===== config.mk =====
export PLATFORM = sky130hd
export DESIGN_NAME = level_sensor_encoder
export DESIGN_NICKNAME = d
export VERILOG_FILES = /design/src/rtl/lvl_pkg.sv /design/src/rtl/lvl_tank_channel.sv /design/src/rtl/level_sensor_encoder.sv
export SDC_FILE = /design/constraint.sdc
export NUM_CORES = 1
export LEC_CHECK = 0
export ABC_CLOCK_PERIOD_IN_PS = 7500
export BUFFER_PORTS_ARGS = -buffer_cell sky130_fd_sc_hd__clkbuf_2
export CAP_MARGIN = 0
export CORE_MARGIN = 4
export CORE_UTILIZATION = 33
export DETAILED_ROUTE_END_ITERATION = 8
export GPL_ROUTABILITY_DRIVEN = 0
export SYNTH_ARGS = -nofsm -noshare
export SYNTH_HDL_FRONTEND = slang
export SYNTH_SLANG_ARGS = --single-unit
export TNS_END_PERCENT = 5

===== constraint.sdc =====
create_clock -name clk -period 7.5 [get_ports clk]
set_clock_uncertainty 0.15 [all_clocks]
set_input_delay 1.5 -clock clk [delete_from_list [all_inputs] [get_ports clk]]
set_output_delay 1.5 -clock clk [all_outputs]
set_load 0.01 [all_outputs]

===== src/rtl/lvl_pkg.sv =====
// Shared constants, types and level/code conversion helpers for the level sensor encoder.
package lvl_pkg;

    localparam logic [2:0] LVL_CODE_INVALID = 3'd7;
    localparam logic [2:0] LVL_MAX          = 3'd4;

    // Per-tank channel state: HOLD drives a valid code, ERR drives the invalid code.
    typedef enum logic {
        StHold,
        StErr
    } tank_state_e;

    // Result of a thermometer decode.
    typedef struct packed {
        logic       valid;
        logic [2:0] level;
    } lvl_dec_t;

    // Thermometer pattern (logical, 1 = wet) to level; anything else is a bubble.
    function automatic lvl_dec_t therm_decode(input logic [3:0] therm);
        lvl_dec_t dec;
        dec.valid = 1'b1;
        dec.level = 3'd0;
        case (therm)
            4'b0000: dec.level = 3'd0;
            4'b0001: dec.level = 3'd1;
            4'b0011: dec.level = 3'd2;
            4'b0111: dec.level = 3'd3;
            4'b1111: dec.level = 3'd4;
            default: dec.valid = 1'b0;
        endcase
        return dec;
    endfunction

    // Level to output code; inverted codes count down from LVL_MAX.
    function automatic logic [2:0] lvl_encode(input logic [2:0] level, input logic inverted);
        return inverted ? (LVL_MAX - level) : level;
    endfunction

endpackage


===== src/rtl/lvl_tank_channel.sv =====
// One tank: decode, jump check, bad-sample persistence and registered output code.
module lvl_tank_channel
    import lvl_pkg::*;
#(
    parameter int unsigned INVALID_SAMPLES = 3,
    parameter int unsigned MAX_STEP        = 1,
    parameter bit          OUT_INVERTED    = 1'b1
) (
    input  logic       clk,
    input  logic       rst_n,
    input  logic       tick,
    input  logic [3:0] therm,
    output logic [2:0] code,
    output logic       err
);

    localparam int unsigned CW = $clog2(INVALID_SAMPLES + 1);
    localparam logic [CW-1:0] CNT_MAX = CW'(INVALID_SAMPLES);
    localparam logic [2:0]    STEP    = 3'(MAX_STEP);

    tank_state_e   state_q, state_d;
    logic [CW-1:0] cnt_q, cnt_d;
    logic [2:0]    level_q, level_d;
    logic [2:0]    code_q, code_d;

    lvl_dec_t      dec;
    logic [2:0]    diff;
    logic [CW-1:0] cnt_inc;
    logic          jump_bad;
    logic          bad;

    assign dec     = therm_decode(therm);
    // Unsigned |decoded - held| in 3 bits.
    assign diff    = (dec.level > level_q) ? (dec.level - level_q) : (level_q - dec.level);
    assign cnt_inc = (cnt_q == CNT_MAX) ? cnt_q : (cnt_q + 1'b1);

    // State, persistence counter, held level and output code registers.
    always_ff @(posedge clk or negedge rst_n) begin
        if (!rst_n) begin
            state_q <= StErr;
            cnt_q   <= '0;
            level_q <= 3'd0;
            code_q  <= LVL_CODE_INVALID;
        end else begin
            state_q <= state_d;
            cnt_q   <= cnt_d;
            level_q <= level_d;
            code_q  <= code_d;
        end
    end

    // Next-state: evaluate one sample per tick, hold everything otherwise.
    always_comb begin
        state_d  = state_q;
        cnt_d    = cnt_q;
        level_d  = level_q;
        code_d   = code_q;
        jump_bad = 1'b0;

        // Jump check only applies while a valid level is being held.
        unique case (state_q)
            StHold:  jump_bad = (diff > STEP);
            StErr:   jump_bad = 1'b0;
            default: jump_bad = 1'b0;
        endcase

        bad = !dec.valid || jump_bad;

        if (tick) begin
            if (!bad) begin
                state_d = StHold;
                cnt_d   = '0;
                level_d = dec.level;
                code_d  = lvl_encode(dec.level, OUT_INVERTED);
            end else begin
                cnt_d = cnt_inc;
                if (cnt_inc == CNT_MAX) begin
                    state_d = StErr;
                    code_d  = LVL_CODE_INVALID;
                end
            end
        end
    end

    assign code = code_q;
    assign err  = (state_q == StErr);

endmodule


===== src/rtl/level_sensor_encoder.sv =====
// Float-switch front end: synchronise both tanks, sample on a slow tick, emit level codes.
module level_sensor_encoder
    import lvl_pkg::*;
#(
    parameter int unsigned CLK_HZ          = 50_000_000,
    parameter int unsigned SAMPLE_MS       = 5,
    parameter int unsigned INVALID_SAMPLES = 3,
    parameter int unsigned MAX_STEP        = 1,
    parameter bit          SW_ACTIVE_LOW   = 1'b1,
    parameter bit          OUT_INVERTED    = 1'b1
) (
    input  logic       clk,
    input  logic       rst_n,
    input  logic [3:0] sw_inf,
    input  logic [3:0] sw_sup,
    output logic [2:0] lvl_inf_code,
    output logic [2:0] lvl_sup_code,
    output logic       inf_err,
    output logic       sup_err,
    output logic       sample_stb
);

    localparam int unsigned SAMPLE_TICKS = (CLK_HZ / 1000) * SAMPLE_MS;
    localparam int unsigned PW           = $clog2(SAMPLE_TICKS + 1);
    localparam logic [PW-1:0] CNT_LAST   = PW'(SAMPLE_TICKS - 1);
    // Physical pin level of a dry switch, so reset reads as logically dry.
    localparam logic [7:0] SYNC_DRY      = SW_ACTIVE_LOW ? 8'hFF : 8'h00;

    logic [7:0]    sync1_q, sync2_q;
    logic [7:0]    wet;
    logic [PW-1:0] cnt_q, cnt_d;
    logic          tick;
    logic          stb_q;

    // Two-flop synchroniser for all eight switch pins ({sup, inf}).
    always_ff @(posedge clk or negedge rst_n) begin
        if (!rst_n) begin
            sync1_q <= SYNC_DRY;
            sync2_q <= SYNC_DRY;
        end else begin
            sync1_q <= {sw_sup, sw_inf};
            sync2_q <= sync1_q;
        end
    end

    assign wet = SW_ACTIVE_LOW ? ~sync2_q : sync2_q;

    // Prescaler next count: wrap after the tick cycle.
    always_comb begin
        cnt_d = cnt_q + 1'b1;
        if (tick) begin
            cnt_d = '0;
        end
    end

    assign tick = (cnt_q == CNT_LAST);

    // Prescaler and strobe registers; strobe marks the cycle new codes are visible.
    always_ff @(posedge clk or negedge rst_n) begin
        if (!rst_n) begin
            cnt_q <= '0;
            stb_q <= 1'b0;
        end else begin
            cnt_q <= cnt_d;
            stb_q <= tick;
        end
    end

    assign sample_stb = stb_q;

    lvl_tank_channel #(
        .INVALID_SAMPLES (INVALID_SAMPLES),
        .MAX_STEP        (MAX_STEP),
        .OUT_INVERTED    (OUT_INVERTED)
    ) u_inf (
        .clk   (clk),
        .rst_n (rst_n),
        .tick  (tick),
        .therm (wet[3:0]),
        .code  (lvl_inf_code),
        .err   (inf_err)
    );

    lvl_tank_channel #(
        .INVALID_SAMPLES (INVALID_SAMPLES),
        .MAX_STEP        (MAX_STEP),
        .OUT_INVERTED    (OUT_INVERTED)
    ) u_sup (
        .clk   (clk),
        .rst_n (rst_n),
        .tick  (tick),
        .therm (wet[7:4]),
        .code  (lvl_sup_code),
        .err   (sup_err)
    );

endmodule


# Yosys cells after proc, flatten, opt, wreduce, memory -nomap -nowiden
# Cells that the tools add are included.
dict set report totals {
  regBits 53
  latch_bits 0
  mem_bits_rw 0
  rom_bits 0
  out_inout_bits 9
  word_cells 78
  memories 0
}
dict set report classes {
  addsub 9
  multipliers 0
  div 0
  n_lt_le_gt_ge 4
  eq_ne 15
  shifts 0
  n_mux 21
  bitwise_logic 5
  reduce_logical 12
}
# operator count
set ops {}
lappend ops {{$pmux W3 S4} 2}
lappend ops {{$add A18 B1 Y18 const B} 1}
lappend ops {{$eq A18 B18 Y1 const B} 1}
lappend ops {{$mux W18} 1}
lappend ops {{$mux W3} 6}
lappend ops {{$sub A3 B3 Y3} 4}
lappend ops {{$reduce_or A5 Y1} 2}
lappend ops {{$eq A2 B2 Y1 const B} 4}
lappend ops {{$eq A4 B1 Y1 const B} 2}
lappend ops {{$eq A4 B2 Y1 const B} 2}
lappend ops {{$eq A4 B3 Y1 const B} 2}
lappend ops {{$eq A4 B4 Y1 const B} 2}
lappend ops {{$logic_not A4 Y1} 2}
lappend ops {{$mux W2} 4}
lappend ops {{$not A8 Y8} 1}
lappend ops {{$reduce_and A2 Y1} 4}
lappend ops {{$gt A3 B1 Y1 const B} 2}
lappend ops {{$gt A3 B3 Y1} 2}
lappend ops {{$mux W1} 6}
lappend ops {{$sub A3 B3 Y3 const A} 2}
lappend ops {{$add A2 B1 Y2 const B} 2}
lappend ops {{$ne A2 B2 Y1 const B} 2}
lappend ops {{$not A1 Y1} 4}
lappend ops {{$pmux W1 S2} 2}
lappend ops {{other kinds (2)} 4}

# Depth between registers and ports, before layout
# Gate-level depths: netlist (run 1).
dict set report logic_depth {
  ltp_word 10
  depth_mapped 11
}

# By module
# Synthesis (run 1) repeated with hierarchy kept, for this count alone.
dict set report hier_totals {
  cells_unflattened 225
  area_unflattened_um2 2590.0
}
# mod instances cells_per_inst area_each_um2
set modules_own_cells {}
lappend modules_own_cells {level_sensor_encoder 1 105 1348.8}
lappend modules_own_cells {lvl_tank_channel 2 60 620.6}

# Least setup slack after synthesis (run 1)
# Ideal clock, no wire load.
dict set report synth_timing {
  path_kind {register -> register}
  startpoint {register sync2_q[1]}
  endpoint {register u_inf.level_q[2]}
  setup_time_ns 0.125
  t_arrival_ns 2.460
  t_required_ns 7.225
  slack_ns 4.765
  path_stages_with_launch 11
  path_buffers 1
  cell_sequence {dfstp_2 xnor2_1 nand3_1 ha_1 fa_1 xor2_1 nand2_1 nor3_1 o311a_1 buf_6 mux2_4}
}
dict set report synth_between {
  elab_chain_len 10
}
# item line
set synth_lines {}
lappend synth_lines {{start, declared} level_sensor_encoder.sv:29} ;# logic [7:0] sync1_q, sync2_q;
lappend synth_lines {{start signal, assigned} level_sensor_encoder.sv:42} ;# sync2_q <= sync1_q;
lappend synth_lines {{$not A8 Y8 (*)} level_sensor_encoder.sv:46} ;# assign wet = SW_ACTIVE_LOW ? ~sync2_q : sync2_q;
lappend synth_lines {{$eq A4 B4 Y1, or another cell as far along} lvl_pkg.sv:24} ;# case (therm)
lappend synth_lines {{$pmux W3 S4} lvl_pkg.sv:24}
lappend synth_lines {{$sub A3 B3 Y3 / $gt A3 B3 Y1 (equally long branches)} lvl_tank_channel.sv:34} ;# assign diff = (dec.level > level_q) ? (dec.level - level_q) : (level_q - dec.level);
lappend synth_lines {{$mux W3} lvl_tank_channel.sv:34}
lappend synth_lines {{$gt A3 B1 Y1} lvl_tank_channel.sv:62} ;# StHold: jump_bad = (diff > STEP);
lappend synth_lines {{$pmux W1 S2} lvl_tank_channel.sv:61} ;# unique case (state_q)
lappend synth_lines {{$logic_or A1 B1 Y1} lvl_tank_channel.sv:67} ;# bad = !dec.valid || jump_bad;
lappend synth_lines {{$not A1 Y1 (no source line)} -}
lappend synth_lines {{$reduce_and A2 Y1 (no source line)} -}
lappend synth_lines {{end signal, assigned} lvl_tank_channel.sv:47} ;# level_q <= level_d;
lappend synth_lines {{end, declared} lvl_tank_channel.sv:23} ;# logic [2:0] level_q, level_d;
# Mark *: on every way between the ends. The rest lies on a longest branch, timed or not.
# A chain may end at the register's enable or synchronous reset.

# Worst setup path in the final report (run 1)
# Same ends and word-level chain as after synthesis.

==> impl_metrics.ini, run 1 <==
[route]
firstDrtPassIters = 4
wire_per_inst_um = 12.5
vias = 1592
drcViolationCount = 0
finalWirelength_mm = 4.24
drt_iter0_drc = 76
ant_nets = 0
via_per_inst = 4.71

[floorplanning]
core_area_mm2 = 0.00741
io-pin-count = 19
die_w_um = 96.1
floorplan.initialDensity_pct = 34.6
die-area_mm2 = 0.00924
rows = 31
die_y_um = 96.1

[finish]
drive_gt1_share_pct = 24.3
area_growth_pct = 11.1
stdcell_area_mm2 = 0.00285
antenna_cells = 0
fin_nets = 265
final_common_cell = dfrtp_1
utilization_pct = 38.5
final_cell_mix = 29 x dfrtp_1, 24 x dfstp_2, 18 x clkbuf_2

[timing]
tightest_slew_ns = 1.15
max_freq_ghz = 0.332
slew_violations = 0
finalHoldViolations = 0
slew_headroom_pct = 22.8
grt_setup_unrepaired = false
finalCritPeriodShare_pct = 40.1
tns_ns = 0
hold_ws_ns = 0.210
fin_ws_ns = 4.49
setup_violations = 0
min_period_ns = 3.01

[critical_path]
worstPathMaxFanout = 9
crit_end = u_inf.level_q[2]
setup.worst_path.start = sync2_q[1]
critPathCaptureType = register
worstSetupPathType = register to register
cp.required_ns = 7.55
worstPathArrival_ns = 3.06
r2r_start = sync2_q[1]
r2r-end = u_inf.level_q[2]
ff2ff_setup_slack_ns = 4.49
critPathLaunchType = register
reg2reg_depth = 9

[global_route]
antenna_found_initial = 0
gr-usage-all-layers_pct = 10.2
grt_pass1_wl_mm = 7.40
globalRouteOverflowTotal = 0
grt_pass1_vias = 1606
grt_max_degree = 54

[clock_tree]
cts_sinks = 53
cts_tree = built
clk-insertion-delay-late_ns = 0.30
clock-root-buffer = clkbuf_8
ctsHoldBuffers = 0
cts.clk_slew.worst_paths_ns = 0.10
cts_resized = 0
clk_path_buf_depth = 2
numCtsBuffers = 5
cts_setup_buffers = 0
htree_levels = 2

[hold_path]
worstHoldPathCells = 0
hp-class = register to register

[power_and_ir_drop]
combPwrFrac_pct = 5.3
pwr-share-clk_pct = 33.9
power.leakage_uw = 0.00129
p_switching_uw = 108
peakVddDrop_mv = 0.0797
p_seq_share_pct = 60.8
p_sw_share_pct = 22.2
power.density_mw_per_mm2 = 171
internal_power_uw = 379

[synth]
netlist_area_mm2 = 0.00256
syn_nets = 243
ys_types = 33
synth_flop_cell = dfrtp_1
postSynthAreaPerCell_um2 = 11.9
ys_seq_area_share_pct = 52.9
synth-edff-count = 0
yosys_warnings = 0
ys_async_sr_fraction_pct = 100
ys_ff_latch = 53
netlist_instances = 216

[placement]
placement.io_buffers = 18
pre_cts_slack_ns = 4.50
hpwl_mm = 3.07
placed_cell_area_mm2 = 0.00275

[run]
cap_violations = 0

[outcome]
status = completed
[worst max-delay path: stages (launching register included)]
cell and delay (ns):
dfstp_2 0.58, xnor2_1 0.12, nand3_1 0.20, ha_1 0.29
fa_1 0.39, xor2_1 0.15, nand2_1 0.07, nor3_1 0.13
o311a_1 0.49, mux2_4 0.34
[power groups by stage]
stage / logic (µW) / clock network [µW] / registers (µW)
after detailed placement: 26.5 / 0 / 302
final: 25.9 / 165 / 296
after CTS: 26.6 / 173 / 296
after global placement: 26.2 / 0 / 301
after floorplan: 14.9 / 0 / 301
after global routing: 30.0 / 185 / 297
[synth_stat cells, drive strengths merged, types with 2 or more instances]
library cell	n	area share [%]
ha	13	6.3
a21oi	14	2.7
xor2	11	3.8
inv	17	2.5
nor4	5	2.4
and3	5	1.2
fa	4	3.1
o21ai	4	0.78
nand4	4	0.98
nand2	9	1.3
a211oi	2	0.59
xnor2	11	3.8
mux2	2	1.2
or3	2	0.49
and3b	2	0.68
dfstp	24	25
o211a	2	0.78
buf	4	1.3
nand2b	2	0.49
mux2i	11	4.3
o311a	2	0.78
or4b	2	1.1
dfrtp	29	28
nand3	9	1.8
nor2	16	2.3
nor3	5	0.98
[state kept, by name, summed over array words and instances, names as in the netlist]
| signal | count |
|---|---|
| cnt_q | 18 |
| sync1_q | 8 |
| sync2_q | 8 |
| u_inf.code | 3 |
| u_inf.level_q | 3 |
| u_sup.code | 3 |
| u_sup.level_q | 3 |
| u_inf.cnt_q | 2 |
| u_sup.cnt_q | 2 |
| sample_stb | 1 |
| u_inf.err | 1 |
| u_sup.err | 1 |
[how the worst min path moves through the flow]
stage / from / end / slack [ns]
floorplan: sync1_q[0] / sync2_q[0] / 0.20
global placement: sync1_q[6] / sync2_q[6] / 0.20
detailed placement: sync1_q[4] / sync2_q[4] / 0.20
CTS: sync1_q[5] / sync2_q[5] / 0.21
global route: sync1_q[5] / sync2_q[5] / 0.21
finish: sync1_q[4] / sync2_q[4] / 0.21
[cells by family (layout without fill, tap and decap cells)]
kind of cell / Yosys count / count (layout) / synth area share [%]
xor gates and xnor gates: 22 / 22 / 7.52
AOI/OAI and AO/OA: 25 / 25 / 5.91
adders and majority gates: 17 / 17 / 9.47
buffers and inverters: 21 / 44 / 3.76
muxes: 13 / 13 / 5.47
and+or+nand+nor: 65 / 65 / 15.0
DFF: 53 / 53 / 52.9
[area by class of cell]
class	count	area [µm²]
Multi-Input combinational cell	142	1110
Clock buffer	6	82.6
Sequential cell	53	1360
Inverter	17	63.8
Tap cell	99	124
Clock inverter	2	13.8
Fill cell	732	4560
Timing Repair Buffer	19	97.6
[layer usage]
| metal | GRT usage [%] | up-vias | routed length (µm) | part of all wire (%) |
|---|---|---|---|---|
| li1 | - | 782 | - | - |
| met1 | 14.0 | 777 | 2090 | 49 |
| met2 | 15.5 | 29 | 1940 | 46 |
| met3 | 2.74 | 4 | 168 | 4.0 |
| met4 | 3.44 | 0 | 40 | 0.94 |
| met5 | 0 | - | 0 | 0 |
[through the flow]
step	power (µW)	instances
floorplan	316	216
global placement	328	330
detailed placement	328	330
CTS	496	338
global route	512	338
finish	487	338
Note: power is estimated with default switching activity, not from simulation.
==> run 2, diff against run 1 <==
Settings changed: ABC_CLOCK_PERIOD_IN_PS 7500 to 2400.
Clock period 7.5 ns to 2.4 ns, I/O delays scaled along.
==> impl_metrics.ini, run 2 (synthesized netlist as in run 1, its figures left out) <==
[power_and_ir_drop]
power.density_mw_per_mm2 = 466
p_seq_share_pct = 59.9
internal_power_uw = 1180
p_switching_uw = 369
power.leakage_uw = 0.00146
pwr-share-clk_pct = 31.8
peakVddDrop_mv = 0.257
p_sw_share_pct = 23.8
combPwrFrac_pct = 8.3

[placement]
pre_cts_slack_ns = -0.245
hpwl_mm = 3.27
dpl.cell_count = 356
placement.io_buffers = 18

[timing]
fin_ws_ns = -0.146
min_period_ns = 2.55
tns_ns = -1.46
slew_headroom_pct = 56.8
max_freq_ghz = 0.393
finalCritPeriodShare_pct = 106
tightest_slew_ns = 0.648
finalHoldViolations = 0
grt_setup_unrepaired = true
slew_violations = 0
hold_ws_ns = 0.0936
setup_violations = 16

[finish]
area_growth_pct = 29.8
final_cell_mix = 29 x dfrtp_1, 28 x buf_4, 24 x dfstp_2
drive_gt1_share_pct = 46.1
largest_register_ff_count = 18
fin_nets = 295
multi_input_area_mm2 = 0.00136
regArea_mm2 = 0.00136
registers.top_by_ff_count = cnt_q
antenna_cells = 0
layout.cells.non_filler = 368
final_common_cell = dfrtp_1
fillers = 689
reg.largest.list = cnt_q: 18 flops, sync1_q: 8 flops, sync2_q: 8 flops

[global_route]
gr-usage-all-layers_pct = 11.4
antenna_found_initial = 0
grt_max_degree = 54
grt_pass1_vias = 1774
grt_pass1_wl_mm = 8.22
globalRouteOverflowTotal = 0

[route]
drcViolationCount = 0
wl_met1_mm = 2.14
firstDrtPassIters = 4
ant_nets = 0
via_per_inst = 4.61
vias = 1697
wire_per_inst_um = 12.6
wl_met2_mm = 2.31
finalWirelength_mm = 4.63
drt_iter0_drc = 68
route.top_layer_used = met4
routed-wl-met3_um = 131

[clock_tree]
numCtsBuffers = 5
cts.clk_slew.worst_paths_ns = 0.10
clock-root-buffer = clkbuf_8
clk-insertion-delay-late_ns = 0.30
htree_levels = 2
clk_path_buf_depth = 2
ctsHoldBuffers = 0
cts_sinks = 53
cts_tree = built

[floorplanning]
core_area_mm2 = 0.00741
floorplan.initialDensity_pct = 34.6
die_w_um = 96.1
io-pin-count = 19
die_y_um = 96.1
die-area_mm2 = 0.00924
rows = 31

[outcome]
status = finished, violations left
violations = negative setup slack

[critical_path]
worstPathMaxFanout = 4
worstPathArrival_ns = 2.60
critPathLaunchType = register
critPathCaptureType = register
critPathMaxStageDelay_ns = 0.57
cp.required_ns = 2.45
cp_cell_sequence = xnor2_2 > nand3_2 > ha_4 > fa_2 > xor2_1 > nand2_2 > nor3_4 > o311a_4 > mux2_4
slowest_stage = dfstp_2
worstSetupPathType = register to register

[run]
cap_violations = 0

[hold_path]
hp-class = input port to register
-- run 2: layout make-up --
class | instances | area share, %
clock buffer | 5 | 2.07
clock inverter | 3 | 0.526
inverter | 17 | 1.92
multi-input combinational | 142 | 41.0
sequential | 53 | 40.8
tap | 99 | 3.72
timing repair buffer | 49 | 10.0
-- run 2: worst paths after layout --
| kind | from | end | slack, ns | depth (start not counted) |
|---|---|---|---|---|
| min reg2reg | sync1_q[1] | sync2_q[1] | 0.20 | 0 |
| max in group asynchronous | rst_n | cnt_q[3] | 1.54 | 2 |
| max reg2reg | sync2_q[2] | u_inf.level_q[2] | -0.15 | 9 |
| min | sw_inf[3] | sync1_q[3] | 0.09 | 1 |
| max | sync2_q[2] | u_inf.level_q[2] | -0.15 | 9 |
| min in group asynchronous | rst_n | u_sup.level_q[0] | 0.12 | 2 |
-- run 2: repair_timing --
item | CTS | global route
resized for setup | 20 | 18
setup buffers | 3 | 1
endpoints found under the setup margin | 18 | 18
pin swaps | 13 | 4
-- run 2: layer usage --
metal | vias to the layer above | GRT usage (%)
li1 | 837 | -
met1 | 834 | 14.6
met2 | 20 | 18.9
met3 | 6 | 2.74
met4 | 0 | 3.79
met5 | - | 0
-- run 2: power groups by stage --
stage,combinational (µW),clock (µW),sequential [µW]
2_1_floorplan,51.7,0,942
3_3_place_gp,99.6,0,942
3_5_place_dp,101,0,943
4_1_cts,114,517,928
5_1_grt,145,556,931
6_report,128,493,928
-- run 2: through the flow --
step,util [%],total power (µW),area [µm²]
floorplan,-,994,2610
global placement,40.4,1040,2990
detailed placement,40.4,1040,2990
CTS,43.1,1560,3200
global route,44.9,1630,3330
finish,44.9,1550,3330
-- run 2: worst max-delay path: cells and delay by family, from the launching register on --
kind,cells,cell delay [ns]
muxes,1,0.30
and+or+nand+nor,3,0.26
AOI/OAI and AO/OA,1,0.34
adders and majority gates,2,0.55
xor gates and xnor gates,2,0.27
DFF,1,0.57
==> run 3, diff against run 2 <==
Settings changed: ABC_CLOCK_PERIOD_IN_PS 2400 to 3000.
Clock period 2.4 ns to 3 ns, I/O delays scaled along.
==> impl_metrics.ini, run 3 (synthesized netlist as in run 1, its figures left out) <==
[timing]
tightest_slew_ns = 0.647
min_period_ns = 2.81
finalCritPeriodShare_pct = 93.6
grt_setup_unrepaired = false
slew_violations = 0
slew_headroom_pct = 56.9
setup_violations = 0
max_freq_ghz = 0.356
finalHoldViolations = 0
tns_ns = 0
hold_ws_ns = 0.209

[global_route]
grt_pass1_wl_mm = 7.72
grt_util_met3_pct = 2.50
antenna_found_initial = 0
grtUsageMet1_pct = 14.2
busiest_layer = met2
globalRouteOverflowTotal = 0
gr-usage-all-layers_pct = 10.7
grt_max_degree = 54
grt_use_met2_pct = 17.1
grt_pass1_vias = 1649

[route]
via_per_inst = 4.74
wire_per_inst_um = 12.7
ant_nets = 0
drt_iter0_drc = 58
firstDrtPassIters = 4
finalWirelength_mm = 4.36
drcViolationCount = 0
vias = 1629

[outcome]
status = completed

[finish]
fin_nets = 271
registers.top_by_ff_count = cnt_q
final_cell_mix = 29 x dfrtp_1, 24 x dfstp_2, 18 x clkbuf_2
reg.largest.list = cnt_q: 18 flops, sync1_q: 8 flops, sync2_q: 8 flops
layout.cells.non_filler = 344
largest_register_ff_count = 18
stdcell_area_mm2 = 0.00291
drive_gt1_share_pct = 26.5
antenna_cells = 0
final_common_cell = dfrtp_1
area_growth_pct = 13.7

[clock_tree]
clk_path_buf_depth = 2
clk-insertion-delay-late_ns = 0.31
clock-root-buffer = clkbuf_8
numCtsBuffers = 5
htree_levels = 2
cts_sinks = 53
cts_resized = 0
cts.clk_slew.worst_paths_ns = 0.10
cts_tree = built
cts_setup_buffers = 0
ctsHoldBuffers = 0

[placement]
dpl.cell_count = 336
placed_cell_area_mm2 = 0.00280
placement.io_buffers = 18
hpwl_mm = 3.22

[floorplanning]
floorplan.initialDensity_pct = 34.6
die_y_um = 96.1
die_w_um = 96.1
rows = 31
io-pin-count = 19
die-area_mm2 = 0.00924
core_area_mm2 = 0.00741

[hold_path]
hp-class = register to register

[critical_path]
cp.required_ns = 3.10
critPathLaunchType = register
worstPathArrival_ns = 2.90
worstSetupPathType = register to register
worstPathMaxFanout = 5
critPathCaptureType = register

[power_and_ir_drop]
power.density_mw_per_mm2 = 442
power.leakage_uw = 0.00133
peakVddDrop_mv = 0.175

[run]
cap_violations = 0
## run 3: cell count changes in the layout (fill, tap and decap cells not counted), sizes merged
cell      previous run  this run
buf                 31         7
bufinv               0         1
clkbuf              23        24
clkinv               2         1
clkinvlp             1         0
## run 3: layer usage
metal,vias up,wire length (µm)
met4,0,63
met1,806,2080
met5,-,0
met3,8,144
met2,23,2070
li1,792,-
## run 3: path summary, 6_finish.rpt
path	from	end	slack [ns]	depth (start not counted)
worst max-delay path	sync2_q[1]	u_inf.code[2]	0.19	10
worst min register to register	sync1_q[3]	sync2_q[3]	0.21	0
worst max register to register	sync2_q[1]	u_inf.code[2]	0.19	10
max in group asynchronous	rst_n	u_inf.level_q[0]	2.02	2
worst min-delay path	sync1_q[3]	sync2_q[3]	0.21	0
min in group asynchronous	rst_n	cnt_q[13]	0.25	2
## run 3: final cells by class
| cell class | instances | area (µm²) |
|---|---|---|
| clock inverters | 2 | 38.8 |
| multi-input cells | 142 | 1120 |
| clock buffers | 6 | 72.6 |
| inverters | 17 | 63.8 |
| flip-flops and latches | 53 | 1360 |
| fillers | 733 | 4490 |
| repair buffers | 25 | 143 |
| well taps | 99 | 124 |
## run 3: per-stage QoR
stage	utilization, %	setup slack (ns)	power (µW)
after floorplan	-	0.265	790
after global placement	37.8	0.157	821
after detailed placement	37.8	0.133	823
after CTS	39.3	0.106	1310
after global routing	39.3	0.0192	1350
final	39.3	0.192	1290
## run 3: critical path: stages, from the launching register on
cell	delay, ns
dfstp_2	0.58
xnor2_1	0.12
nand3_1	0.14
ha_1	0.26
fa_1	0.38
xor2_1	0.16
nand2_1	0.07
nor3_1	0.15
o311a_1	0.34
buf_4	0.21
mux2i_1	0.20
## run 3: report_power, final
part | leakage [µW] | internal [µW] | switching, µW
sequential | 0.000642 | 734 | 6.56
clock | 0.0000554 | 251 | 228
combinational | 0.000628 | 28.0 | 39.3
